**src/rtl/pong_pkg.sv**
```systemverilog
// Shared types and constants for the pong per-frame update sequencer.
package pong_pkg;

  typedef enum logic [1:0] {
    ST_IDLE = 2'd0,
    ST_RUN  = 2'd1,
    ST_DONE = 2'd2
  } seq_state_t;

  localparam int unsigned STG_INPUT  = 0;
  localparam int unsigned STG_PADDLE = 1;
  localparam int unsigned STG_BALL   = 2;
  localparam int unsigned STG_SCORE  = 3;

  localparam int unsigned DEF_TIMEOUT = 1024;

endpackage

```
**src/rtl/sync_2ff.sv**
```systemverilog
// Two-flop synchronizer for a signal arriving from another timing domain.
module sync_2ff #(
  parameter logic RESET_VAL = 1'b0
) (
  input  logic clk,
  input  logic rst,
  input  logic d_i,
  output logic q_o
);

  logic s1_q, s2_q;

  always_ff @(posedge clk or posedge rst) begin
    if (rst) begin
      s1_q <= RESET_VAL;
      s2_q <= RESET_VAL;
    end else begin
      s1_q <= d_i;
      s2_q <= s1_q;
    end
  end

  assign q_o = s2_q;

endmodule

```
**src/rtl/sync_edge_detect.sv**
```systemverilog
// Synchronizes an input and emits a registered one-cycle pulse on its falling edge.
module sync_edge_detect #(
  parameter logic RESET_VAL = 1'b1
) (
  input  logic clk,
  input  logic rst,
  input  logic d_i,
  output logic fall_o
);

  logic       sync_s;
  logic       s3_q;
  logic       fall_q;
  logic [2:0] prime_q;

  sync_2ff #(.RESET_VAL(RESET_VAL)) u_sync (
    .clk (clk),
    .rst (rst),
    .d_i (d_i),
    .q_o (sync_s)
  );

  // Edges only count once every flop holds a real sample, so an input
  // already low when reset releases never looks like a fresh falling edge.
  always_ff @(posedge clk or posedge rst) begin
    if (rst) begin
      s3_q    <= RESET_VAL;
      fall_q  <= 1'b0;
      prime_q <= '0;
    end else begin
      s3_q    <= sync_s;
      prime_q <= {prime_q[1:0], 1'b1};
      fall_q  <= prime_q[2] & s3_q & ~sync_s;
    end
  end

  assign fall_o = fall_q;

endmodule

```
**src/rtl/pong_frame_sequencer.sv**
```systemverilog
// Runs the ordered game-update stages once per vertical sync via req/ack handshakes.
module pong_frame_sequencer
  import pong_pkg::*;
#(
  parameter int unsigned N_STAGES = 4,
  parameter int unsigned TIMEOUT  = DEF_TIMEOUT,
  parameter int unsigned FRAME_W  = 16
) (
  input  logic                clk,
  input  logic                rst,
  input  logic                vga_v_sync,
  input  logic                inDisplayArea,
  input  logic                pause,
  input  logic                clear_flags,
  input  logic [N_STAGES-1:0] stage_ack,
  output logic [N_STAGES-1:0] stage_req,
  output logic                busy,
  output logic                frame_tick,
  output logic                seq_done,
  output logic [FRAME_W-1:0]  frame_cnt,
  output logic                timeout_err,
  output logic                overrun_err,
  output logic                late_err
);

  localparam int unsigned IDX_W = (N_STAGES > 1) ? $clog2(N_STAGES) : 1;
  localparam int unsigned TMO_W = $clog2(TIMEOUT);
  localparam logic [IDX_W-1:0] LAST_IDX  = IDX_W'(N_STAGES - 1);
  localparam logic [TMO_W-1:0] LAST_TMO  = TMO_W'(TIMEOUT - 1);
  localparam logic [IDX_W-1:0] FIRST_IDX = IDX_W'(STG_INPUT);

  logic vs_event, da_sync;

  sync_edge_detect #(.RESET_VAL(1'b1)) u_vs_edge (
    .clk    (clk),
    .rst    (rst),
    .d_i    (vga_v_sync),
    .fall_o (vs_event)
  );

  sync_2ff #(.RESET_VAL(1'b0)) u_da_sync (
    .clk (clk),
    .rst (rst),
    .d_i (inDisplayArea),
    .q_o (da_sync)
  );

  seq_state_t          state_q, state_d;
  logic [IDX_W-1:0]    idx_q, idx_d;
  logic [TMO_W-1:0]    tmo_q, tmo_d;
  logic                restart_q, restart_d;
  logic [N_STAGES-1:0] req_q, req_d;
  logic                busy_q, busy_d;
  logic                tick_q, tick_d;
  logic                done_q, done_d;
  logic [FRAME_W-1:0]  cnt_q, cnt_d;
  logic                tmo_err_q, tmo_err_d;
  logic                ovr_err_q, ovr_err_d;
  logic                late_err_q, late_err_d;
  logic                ack_hit, tmo_set, ovr_set, late_set;

  assign ack_hit  = |(req_q & stage_ack);
  assign late_set = da_sync & busy_q;

  always_comb begin
    state_d   = state_q;
    idx_d     = idx_q;
    tmo_d     = tmo_q;
    restart_d = 1'b0;
    req_d     = req_q;
    busy_d    = busy_q;
    done_d    = 1'b0;
    tick_d    = vs_event;
    cnt_d     = cnt_q + FRAME_W'(vs_event);
    tmo_set   = 1'b0;
    ovr_set   = 1'b0;
    unique case (state_q)
      ST_RUN: begin
        if (vs_event) begin
          // Overrun: drop req for one cycle (restart_q) before re-issuing stage 0.
          ovr_set = 1'b1;
          req_d   = '0;
          idx_d   = FIRST_IDX;
          tmo_d   = '0;
          if (pause) begin
            state_d = ST_IDLE;
            busy_d  = 1'b0;
          end else begin
            restart_d = 1'b1;
            busy_d    = 1'b1;
          end
        end else if (restart_q) begin
          req_d = N_STAGES'(1) << FIRST_IDX;
        end else if (ack_hit || (tmo_q == LAST_TMO)) begin
          tmo_set = ~ack_hit;
          tmo_d   = '0;
          if (idx_q == LAST_IDX) begin
            state_d = ST_DONE;
            req_d   = '0;
            busy_d  = 1'b0;
            done_d  = 1'b1;
          end else begin
            idx_d = idx_q + IDX_W'(1);
            req_d = N_STAGES'(1) << (idx_q + IDX_W'(1));
          end
        end else begin
          tmo_d = tmo_q + TMO_W'(1);
        end
      end
      ST_IDLE, ST_DONE: begin
        req_d   = '0;
        busy_d  = 1'b0;
        state_d = ST_IDLE;
        if (vs_event && !pause) begin
          state_d = ST_RUN;
          idx_d   = FIRST_IDX;
          tmo_d   = '0;
          req_d   = N_STAGES'(1) << FIRST_IDX;
          busy_d  = 1'b1;
        end
      end
      default: begin
        state_d = ST_IDLE;
        req_d   = '0;
        busy_d  = 1'b0;
      end
    endcase
    tmo_err_d  = tmo_set  | (tmo_err_q  & ~clear_flags);
    ovr_err_d  = ovr_set  | (ovr_err_q  & ~clear_flags);
    late_err_d = late_set | (late_err_q & ~clear_flags);
  end

  always_ff @(posedge clk or posedge rst) begin
    if (rst) begin
      state_q    <= ST_IDLE;
      idx_q      <= '0;
      tmo_q      <= '0;
      restart_q  <= 1'b0;
      req_q      <= '0;
      busy_q     <= 1'b0;
      tick_q     <= 1'b0;
      done_q     <= 1'b0;
      cnt_q      <= '0;
      tmo_err_q  <= 1'b0;
      ovr_err_q  <= 1'b0;
      late_err_q <= 1'b0;
    end else begin
      state_q    <= state_d;
      idx_q      <= idx_d;
      tmo_q      <= tmo_d;
      restart_q  <= restart_d;
      req_q      <= req_d;
      busy_q     <= busy_d;
      tick_q     <= tick_d;
      done_q     <= done_d;
      cnt_q      <= cnt_d;
      tmo_err_q  <= tmo_err_d;
      ovr_err_q  <= ovr_err_d;
      late_err_q <= late_err_d;
    end
  end

  assign stage_req   = req_q;
  assign busy        = busy_q;
  assign frame_tick  = tick_q;
  assign seq_done    = done_q;
  assign frame_cnt   = cnt_q;
  assign timeout_err = tmo_err_q;
  assign overrun_err = ovr_err_q;
  assign late_err    = late_err_q;

endmodule

```
**config.mk**
```make
export PLATFORM = sky130hd
export DESIGN_NAME = pong_frame_sequencer
export DESIGN_NICKNAME = d
export VERILOG_FILES = /design/src/rtl/pong_pkg.sv /design/src/rtl/sync_2ff.sv /design/src/rtl/sync_edge_detect.sv /design/src/rtl/pong_frame_sequencer.sv
export SDC_FILE = /design/constraint.sdc
export NUM_CORES = 1
export LEC_CHECK = 0
export CAP_MARGIN = 5
export CORE_ASPECT_RATIO = 0.7
export CORE_UTILIZATION = 45
export DETAILED_ROUTE_END_ITERATION = 12
export PLACE_DENSITY = 0.68
export SETUP_SLACK_MARGIN = 0.5
export SYNTH_ARGS = -nofsm -noshare
export SYNTH_HDL_FRONTEND = slang
export SYNTH_HIERARCHICAL = 1
export SYNTH_SLANG_ARGS = --single-unit
```
**constraint.sdc**
```tcl
create_clock -name clk -period 2.1 [get_ports clk]
set_input_delay 0.315 -clock clk [delete_from_list [all_inputs] [get_ports clk]]
set_output_delay 0.315 -clock clk [all_outputs]
set_load 0.05 [all_outputs]
```
==> results.sh <==
export IMPL_async_reset_ff_share_pct=100.0
export IMPL_hpwl_mm=3.037
export IMPL_cts_root_buf="clkbuf_8"
export IMPL_netlist_instances=200
export IMPL_via_count=1626
export IMPL_worst_slack_ns=0.5184
export IMPL_fillers=367
export IMPL_setup_worst_path_start_class="flop"
export IMPL_hold_violations=0
export IMPL_critPathMaxFanout=5
export IMPL_synth_seq_cells=50
export IMPL_remaining_drc_errors=0
export IMPL_area_growth_pct=36.04
export IMPL_synth_top_area_share_pct=53.02
export IMPL_synth_top_cell_by_area="dfrtp_1"
export IMPL_synth_xor_area_share_pct=5.527
export IMPL_powerDensity_mw_per_mm2=784.8
export IMPL_end_kind="flop"
export IMPL_grt_pass1_wl_mm=7.155
export IMPL_critical_path_class="flop to flop"
export IMPL_num_antenna_cells=0
export IMPL_num_rows=20
export IMPL_drive_gt1_share_pct=29.73
export IMPL_cts_sinks=50
export IMPL_worstPathArrival_ns=1.79
export IMPL_viasPerCell=5.003
export IMPL_antenna_found_initial=0
export IMPL_cts_made_buffers=5
export IMPL_fin_setup_tns_ns=0
export IMPL_post_route_util_pct=66.63
export IMPL_grt_pass1_vias=1454
export IMPL_wirelength_mm=4.422
export IMPL_synth_nets=217
export IMPL_slew_headroom_pct=66.27
export IMPL_ys_seq_area_share_pct=56.57
export IMPL_coreArea_mm2=0.004529
export IMPL_io_pins=36
export IMPL_clk_pin_slew_ns=0.09
export IMPL_cts_path_max_buffers=2
export IMPL_peakVddDrop_uv=541.1
export IMPL_synth_edf_count=0
export IMPL_wl_per_cell_um=13.61
export IMPL_synthFlopType="dfrtp_1"
export IMPL_drt_pass1_iterations=4
export IMPL_place_gp_congestion=0.7680
export IMPL_critPathRequiredTime_ns=2.30
export IMPL_cts_tree="done"
export IMPL_ys_top_cells_by_area="dfrtp_1 53%, ha_1 3.9%, xnor2_1 3.9%"
export IMPL_setup_viol=0
export IMPL_holdBufCountCts=0
export IMPL_fin_crit_ns=1.582
export IMPL_place_ws_ns=0.1092
export IMPL_dieArea_mm2=0.005219
export IMPL_maxCapViolCount=0
export IMPL_io_buffers=35
export IMPL_synth_warnings=6
export IMPL_drv_slew=0
export IMPL_synth_compound_area_share_pct=11.00
export IMPL_drt_iter0_drc=81
export IMPL_syn_area_per_cell_um2=11.09
export IMPL_fmax_mhz=632.3
export IMPL_final_setup_skew_ns=0.006253
export IMPL_synth_top_family_by_area="simple AND/OR/NAND/NOR gates"
export IMPL_rsz0062_at_grt="true"
export IMPL_drtAntennaViolNets=0
export IMPL_synth_mux_area_share_pct=1.354
export IMPL_leakage_nw=1.421
export IMPL_synth_distinct_cells=43
export IMPL_syn_area_mm2=0.002218
export IMPL_worst_pin_slew_ns=0.5080
export IMPL_initial_utilization_pct=48.98
export IMPL_yosysMostFrequentCell="dfrtp_1"
export IMPL_post_route_period_util_pct=75.32
export IMPL_whs_ns=0.2310
export IMPL_synthSimpleGateAreaFrac_pct=19.18
export IMPL_worstHoldPathType="input port to asynchronous set/reset pin"
export IMPL_die_h_um=60.75
export IMPL_synth_fa_ha_area_share_pct=3.948
export IMPL_die_w_um=85.92
export IMPL_grt_overflow_total=0
export IMPL_nets=275
export IMPL_grt_usage_pct=18.49
export IMPL_cts_max_level=2
export IMPL_status="finished clean"
export IMPL_grt_max_degree=33
export IMPL_synthTopCellsByCount="47 x dfrtp_1, 19 x nand2_1, 17 x nor2_1, 13 x o21ai_0, 12 x nand3_1"
export IMPL_clkLatencyLatePin_ns=0.30
[cells in the final DEF, fill, tap and decap left out, types with 2 or more instances in the layout]
cell,synthesis,routed
dfrtp_2,0,12
ha_4,0,2
ha_1,7,4
dlygate4sd2_1,0,16
clkbuf_2,0,6
mux2i_1,3,3
xnor2_1,10,10
and2_1,2,2
nand2b_1,6,5
nand4_1,3,3
buf_4,0,14
o31ai_1,5,2
o21ai_1,0,6
nor2_4,0,3
xor2_1,4,4
o21ai_0,13,5
buf_6,0,2
o21ai_2,1,3
nand2_1,19,19
dfrtp_1,47,35
a22o_1,2,2
dfstp_2,3,3
clkbuf_8,0,5
a311oi_2,0,2
nor2_1,17,16
o31ai_2,0,2
inv_1,11,11
a22oi_2,0,2
nor3b_1,4,3
clkdlybuf4s50_1,0,9
nand3_1,12,10
clkdlybuf4s15_1,0,4
and4_1,3,2
[registers in the layout (all words and copies together) (netlist names), 2 cells and up]
register / flops
stage_req: 4
u_vs_edge/prime_q: 3
idx_q: 2
state_q: 2
tmo_q: 10
frame_cnt: 16
[critical path: stages, from the launching register on]
cell      delay (ns)
dfrtp_2         0.43
a22oi_2         0.28
nand4_2         0.18
buf_6           0.18
a311oi_2        0.20
o21ai_1         0.14
o41ai_4         0.06
[repair_timing]
item	CTS	global route
gates cloned	1	0
setup endpoints to repair	48	32
gates resized for setup	48	32
pin swaps	9	8
setup buffers	5	8
[cell type report]
cell class                 instances  area [um2]  share of cell area, %
clock buffer                       5       68.82                  2.280
inverter                          11       41.29                  1.368
clock inverter                     3       21.27                 0.7048
timing repair buffer              52       447.9                  14.84
multi-input combinational        138        1086                  35.99
tap                               66       82.58                  2.736
sequential                        50        1270                  42.08
[worst paths after layout]
check                      slack, ns  cells after the start                    to                 start
setup / recovery                0.52                      6              tmo_q[8]          stage_req[2]
hold / removal                  0.23                      2        u_da_sync/s1_q                   rst
setup reg to reg                0.52                      6              tmo_q[8]          stage_req[2]
hold reg to reg                 0.36                      0  u_vs_edge/prime_q[2]  u_vs_edge/prime_q[1]
max in group asynchronous       1.21                      3              tmo_q[6]                   rst
min in group clk                0.36                      0  u_vs_edge/prime_q[2]  u_vs_edge/prime_q[1]
[through the flow]
step	area, um2	power (mW)	instances
after floorplan	2261	1.568	200
after detailed placement	2728	1.780	303
after global routing	3018	2.508	325
after CTS	2908	2.352	317
after global placement	2728	1.776	303
final	3018	2.368	325
[kinds of logic (layout without fill, tap and decap cells)]
logic type               Yosys count  count (layout)
adder cells (fa/ha/maj)            7               7
multiplexers                       3               3
flip-flops                        50              50
AO/OA/AOI/OAI                     34              34
AND/OR/NAND/NOR                   78              79
XOR/XNOR                          14              14
other                              1               1
buffers and inverters             13              71
[per-layer routing]
layer  global-route usage (%)  part of all wire (%)  vias to the layer above
met5                        0                     0                        -
met4                    6.429                  0.93                        0
met3                    4.898                   3.5                        4
met2                    24.60                    41                       20
met1                    28.79                    54                      787
li1                         -                     -                      815
[where the power goes]
group	total (mW)	internal, mW	switching (mW)
Sequential	1.16	1.06	0.101
Clock	0.553	0.234	0.319
Combinational	0.654	0.232	0.422
(Power assumes the default switching activity.)
